File: config.mk
export PLATFORM = sky130hd
export DESIGN_NAME = condicionador_botoes
export DESIGN_NICKNAME = d
export VERILOG_FILES = /design/src/rtl/condicionador_botoes.sv
export SDC_FILE = /design/constraint.sdc
export NUM_CORES = 1
export LEC_CHECK = 0
export ABC_AREA = 0
export BUFFER_PORTS_ARGS = -buffer_cell sky130_fd_sc_hd__buf_4
export CAP_MARGIN = 10
export CORE_UTILIZATION = 25
export DETAILED_ROUTE_END_ITERATION = 16
export GPL_TIMING_DRIVEN = 1
export HOLD_SLACK_MARGIN = 0.1
export PLACE_DENSITY = 0.42
export SETUP_SLACK_MARGIN = 0.1
export SLEW_MARGIN = 20
export SYNTH_ARGS = -nofsm -noshare
export SYNTH_HDL_FRONTEND = slang
export SYNTH_SLANG_ARGS = --single-unit
File: constraint.sdc
create_clock -name clock -period 2.3 [get_ports clock]
set_input_delay 0.46 -clock clock [delete_from_list [all_inputs] [get_ports clock]]
set_output_delay 0.46 -clock clock [all_outputs]
set_load 0.05 [all_outputs]
File: src/rtl/condicionador_botoes.sv
// Push-button front end: 2-FF synchronisers, per-channel debounce, and a Moore FSM
// that turns a clean single-button press into a one-cycle jogada pulse with a latched code.
module condicionador_botoes #(
   parameter int N_BOTOES        = 4,
   parameter int DEBOUNCE_CICLOS = 1000
) (
   input  logic                clock,
   input  logic                reset,
   input  logic                iniciar_in,
   input  logic [N_BOTOES-1:0] botoes_in,
   output logic [N_BOTOES-1:0] botoes_out,
   output logic                jogada_pulso,
   output logic [N_BOTOES-1:0] jogada_codigo,
   output logic                iniciar_pulso,
   output logic                multiplo,
   output logic [3:0]          db_estado
);

   localparam int N_CANAIS = N_BOTOES + 1;
   localparam int CW       = $clog2(DEBOUNCE_CICLOS + 1);
   localparam logic [CW-1:0] CNT_FIM = CW'(DEBOUNCE_CICLOS - 1);

   typedef enum logic [1:0] {
      OCIOSO = 2'd0,
      PULSO  = 2'd1,
      ESPERA = 2'd2,
      ERRO   = 2'd3
   } estado_t;

   logic [N_CANAIS-1:0] raw, s1, s2, stable;
   logic [CW-1:0]       cnt [N_CANAIS];
   logic                stable_ini_q;
   logic                captura;
   estado_t             estado, prox_estado;

   // Channel N_BOTOES carries iniciar; the low bits are the game buttons.
   assign raw = {iniciar_in, botoes_in};

   // NOTE: sequential state uses non-blocking assignments so every flop samples
   // the pre-edge value of its source, which is what makes s1 -> s2 a real 2-stage chain.
   always_ff @(posedge clock) begin
      if (reset) begin
         s1 <= '0;
         s2 <= '0;
      end else begin
         s1 <= raw;
         s2 <= s1;
      end
   end

   always_ff @(posedge clock) begin
      if (reset) begin
         stable <= '0;
         for (int i = 0; i < N_CANAIS; i++) cnt[i] <= '0;
      end else begin
         for (int i = 0; i < N_CANAIS; i++) begin
            if (s2[i] == stable[i]) begin
               cnt[i] <= '0;
            end else if (cnt[i] == CNT_FIM) begin
               stable[i] <= s2[i];
               cnt[i]    <= '0;
            end else begin
               cnt[i] <= cnt[i] + CW'(1);
            end
         end
      end
   end

   assign botoes_out = stable[N_BOTOES-1:0];

   always_ff @(posedge clock) begin
      if (reset) begin
         stable_ini_q  <= 1'b0;
         iniciar_pulso <= 1'b0;
      end else begin
         stable_ini_q  <= stable[N_BOTOES];
         iniciar_pulso <= stable[N_BOTOES] & ~stable_ini_q;
      end
   end

   always_ff @(posedge clock) begin
      if (reset) begin
         estado        <= OCIOSO;
         jogada_codigo <= '0;
      end else begin
         estado <= prox_estado;
         if (captura) jogada_codigo <= botoes_out;
      end
   end

   // NOTE: defaults first, so no path through this block can leave a signal
   // unassigned and infer a latch.
   always_comb begin
      prox_estado = estado;
      captura     = 1'b0;
      case (estado)
         OCIOSO: begin
            if ($onehot(botoes_out)) begin
               prox_estado = PULSO;
               captura     = 1'b1;
            end else if (botoes_out != '0) begin
               prox_estado = ERRO;
            end
         end
         PULSO:        prox_estado = ESPERA;
         ESPERA, ERRO: if (botoes_out == '0) prox_estado = OCIOSO;
         default:      prox_estado = OCIOSO;
      endcase
   end

   assign jogada_pulso = (estado == PULSO);
   assign multiplo     = (estado == ERRO);
   assign db_estado    = {2'b00, estado};

endmodule

# Yosys cells after proc, flatten, opt, wreduce, memory -nomap -nowiden
# Memory sizes are Yosys's and may differ from the RTL's.
# Cells that the tools add are included.
# word_totals
mem_bits_rw,50
inputBits,7
memories,1
ff_bits,23
out_inout_bits,15
word_cells,146
# classes
muxes,78
bitwise_logic,22
n_eq_ne,16
n_reduce_logical,10
add_sub_neg,8
# memory_table
name,depth,word_bits,read_ports,rd_ports_with_merged_regs,wr,line_no,rtl
cnt,5,10,5,0,5,31,logic [CW-1:0] cnt [N_CANAIS];
# op_table
operator,n
$mux 10,15
$mux 1,59
$add 10x1->10 const B,5
$eq 10x10->1 const B,5
$or 1x1->1,15
$reduce_and 2->1,6
$mux 2,3
$not 1->1,6
$pmux 2 s3,1
$eq 1x1->1,5
$add 1x1->2,2
$eq 2x2->1 const B,2
$logic_not 4->1,1
$reduce_bool 4->1,1
$add 2x2->3,1
$eq 3x1->1 const B,1
$ne 3x3->1 const B,1
$eq 2x1->1 const B,1
$logic_not 2->1,1
$ne 2x2->1 const B,1
$reduce_or 2->1,1
$and 1x1->1,1

# Longest topological paths before layout
# An unclocked memory read counts as a cell.
# depth
depth_word,8
ltp_mapped,9
depth_no_buf,9

# Worst setup path before layout
# OpenSTA, ideal clock, no wires.
# synth_path
path_kind,reg-to-reg
start,register stable[0]
end,register jogada_codigo[0]
required_time_ps,2172
slack_ps,-200
path_stages_with_launch,10
path_buffers,0
period_less_slack_ps,2500
arrival_time_ps,2372
path_cell_list,dfxtp_1 inv_1 fa_1 inv_1 ha_1 ha_1 or4b_4 nor2_4 mux2i_1 nor2_1
# synth_via
elab_chain_cells,5
# synth_lines
element,line_no,rtl
"start, declared",30,"logic [N_CANAIS-1:0] raw, s1, s2, stable;"
"start signal, assigned by index",60,stable[i] <= s2[i];
$add 1x1->2 (not written as such),98,if ($onehot(botoes_out)) begin
$add 2x2->3 (not written as such),98,
$eq 3x1->1,98,
$mux 1,98,
$mux 1,96,case (estado)
"end signal, assigned",87,if (captura) jogada_codigo <= botoes_out;
"end, declared",13,"output logic [N_BOTOES-1:0] jogada_codigo,"
# Parallel ways exist; a longest one is shown, timed or not.
# A chain may end at the register's enable or synchronous reset.

# Worst setup path after layout
# layout_path
start,register stable[0]
end,register jogada_codigo[2]
# layout_via
elab_chain_cells,5
# layout_lines
element,line_no
$add 1x1->2 (not written as such),98
$add 2x2->3 (not written as such),98
$eq 3x1->1,98
$mux 1,98
$mux 1,96
# No other way between the ends.

==> metrics <==
outcome finished, violations left; failing checks negative setup slack; worst hold path class in -> reg; layout cells sized above 1 13.16%; Clk pwr share 43.5%; Post-Syn Area 3547 um2; CP cell instances inv_2, fa_1, inv_2, ha_4, ha_4, or4b_4, nor2_4, mux2i_1, nor2_1; Pre-antenna DRT Iters 6; Netlist cell types 38; Synth top cells by count nor2_1, edfxtp_1, dfxtp_1; Hold Path Stages 2; GR Overflow Total 0; setup ws final -0.08591 ns; r2r worst-path depth 9; Critical-path top delay cell fa_1; post-synthesis xor/xnor area fraction 9.136%; mux contribution to synthesized area 2.257%; net switching power 0.0006158 W; worst vdd ir 338.6 uV; Syn Area/Cell 10.59 um2; die width 121.1 um; area leader, netlist edfxtp_1; Final Max Tran Viols 0; DRC viols 0; YS warnings 0; simple-gate share of the synthesized area 23.14%; number of global-route vias before repair 2,298; post-layout minimum cycle time 2.386 ns; CTS Buf Count 9; asr flop ratio synth 0%; EDFF count, synth 50; final worst path period share 103.7%; area of the core 13,880 um2; clk_lat worst skew 0.34 ns; Synth Area in Compound Gates 3.598%; n_diodes 0; FP Rows 43; Initial Util 25.55%; Synth-to-Final Area Change 23.88%; Synth Flop Type edfxtp_1; routed len/inst 10.75 um; HPWL after DPL 4.653 mm; CP delay by family, top adder cells; PwrDens 647.3 nW/um2; FF-to-FF End jogada_codigo[2]; Vias 2,431; final RePlAce weighted congestion 0.7269; RSZ-0062 raised after global routing yes; top cell type's share of synthesized area 42.33%; Hold Path End s1[1]; crit path capture type flop; TritonCTS clock tree built; Buffers on Ports 19; nature of the critical path startpoint flop; initial antenna violation count 0; Max Root-Sink Buffers 2; Root Buffer clkbuf_16; final hold vios 0; largest family of logic cells by synthesized area simple AND/OR/NAND/NOR gates; Power, Total 0.002844 W; largest cells by area after synthesis edfxtp_1, dfxtp_1, nor2_1, xnor2_1, xor2_1; setup bufs post-CTS 0; largest net degree at the start of global routing 20; Achievable Freq 419.1 MHz; post-synthesis sequential area ratio 55.31%; Cells after Synth 335; max-cap viol count 0; WS Path Type reg -> reg; worst reg-to-reg setup slack -0.09 ns; setup tns final -0.3302 ns; CTS H-tree depth 3; Reg2Reg Launch Point stable[0]; min-delay src botoes_in[1]; die span in y 121.1 um; ANT nets after route 0; vias per cell 4.065; DRT Wirelength 6.426 mm; Reg power frac 52.6%; Total GRT Usage 9.936%; WP buf/inv 2; adder-cell share of the synthesized area 3.386%; combinational share of power 3.9%; Pleak 1.640 nW; skew final 0.008075 ns; worst slew pin tran 0.4975 ns; CP max stage delay 0.56 ns; DR iter-0 viols 98; CTS Sinks 73; CP Data Required Time 2.53 ns; Final setup viols 4; cell with the most instances after synthesis nor2_1; Ports 22; CP Data Arrival Time 2.61 ns; Pint 0.002229 W; die area 14,670 um2; Final #Nets 429; switching part of the total 21.65%; slew margin rel. 66.76%; Hold Buf Count CTS 0; first-pass GRT wire length 10.90 mm; worst-path maximum fanout 4; clk slew on worst S/H paths 0.06 ns; number of synthesized register bits 73
## state kept, by name (all words and copies together) (netlist names)
signal / count
cnt: 50
stable: 5
estado: 2
s2: 5
stable_ini_q: 1
iniciar_pulso: 1
s1: 5
jogada_codigo: 4
## worst max path at each step
| stage | end | slack [ns] | depth (start not counted) | start |
|---|---|---|---|---|
| 5_1_grt | jogada_codigo[1] | -0.23 | 9 | stable[0] |
| 2_1_floorplan | jogada_codigo[1] | -0.08 | 9 | stable[0] |
| 4_1_cts | jogada_codigo[2] | -0.11 | 9 | stable[0] |
| 3_5_place_dp | jogada_codigo[2] | -0.11 | 9 | stable[0] |
| 3_3_place_gp | jogada_codigo[1] | -0.06 | 9 | stable[0] |
| 6_report | jogada_codigo[2] | -0.09 | 9 | stable[0] |
## power by group through the flow
| stage | Sequential, W | Clock (W) | Combinational (W) |
|---|---|---|---|
| after floorplan | 0.00151 | 0 | 0.0000926 |
| after global placement | 0.00152 | 0 | 0.000111 |
| after detailed placement | 0.00152 | 0 | 0.000111 |
| after CTS | 0.00149 | 0.00129 | 0.000112 |
| after global routing | 0.00150 | 0.00133 | 0.000130 |
| final | 0.00150 | 0.00124 | 0.000112 |
## worst reg2reg max path: stages, from the launching register on
cell and delay (ns):
dfxtp_2 0.33, inv_2 0.04, fa_1 0.56, inv_2 0.05, ha_4 0.16, ha_4 0.20, or4b_4 0.50, nor2_4 0.17
mux2i_1 0.21, nor2_1 0.05
## placed cells by master (no fill, tap or decap), types with 4 or more instances in the layout
master	instances
a21oi_1	12
nand4_1	11
nand3_1	17
buf_4	27
and3_1	4
inv_1	10
nor3_1	8
conb_1	52
edfxtp_1	50
dfxtp_1	20
mux2i_1	8
nor2b_1	14
clkbuf_1	6
clkbuf_16	9
nand2_1	17
xnor2_1	22
ha_1	6
nor4_1	5
nor2_1	62
or2_2	5
xor2_1	15
## cell type report
| type | count | area (um2) |
|---|---|---|
| Clock buffer | 15 | 247.7 |
| Clock inverter | 1 | 5.005 |
| Fill cell | 1476 | 9487 |
| Inverter | 12 | 45.04 |
| Multi-Input combinational cell | 290 | 1703 |
| Sequential cell | 73 | 1966 |
| Tap cell | 180 | 225.2 |
| Timing Repair Buffer | 27 | 202.7 |
## routing by layer
metal  routed length [um]  vias up  global-route usage [%]
met4                  203        0                   6.790
met5                    0        -                       0
li1                     -     1274                       -
met3                  195       17                   2.773
met2                 2736       28                   14.29
met1                 3292     1112                   12.84
## through the flow
step / std cells / hold slack [ns] / area, um2 / setup slack (ns) / utilization (%)
floorplan: 385 / 0.3674 / 3754 / -0.07681 / -
global placement: 582 / 0.3835 / 4121 / -0.06499 / 29.69
detailed placement: 582 / 0.3790 / 4121 / -0.1055 / 29.69
CTS: 598 / 0.3234 / 4374 / -0.1084 / 31.51
global route: 598 / 0.3293 / 4394 / -0.2317 / 31.66
finish: 598 / 0.3342 / 4394 / -0.08591 / 31.66
## what timing repair did
| item | in CTS | in global routing |
|---|---|---|
| pin swaps | 3 | 0 |
| resized for setup | 0 | 4 |
| endpoints found under the setup margin | 6 | 6 |
## cell families (layout without fill, tap and decap cells)
family	count (synthesis)	in the layout
AND/OR/NAND/NOR	162	162
flip-flops	73	73
XOR/XNOR	37	37
AO/OA/AOI/OAI	22	22
buffers and inverters	22	55
adder cells (fa/ha/maj)	9	9
multiplexers	8	8
other	2	52
Note: power is estimated with default switching activity, not from simulation.
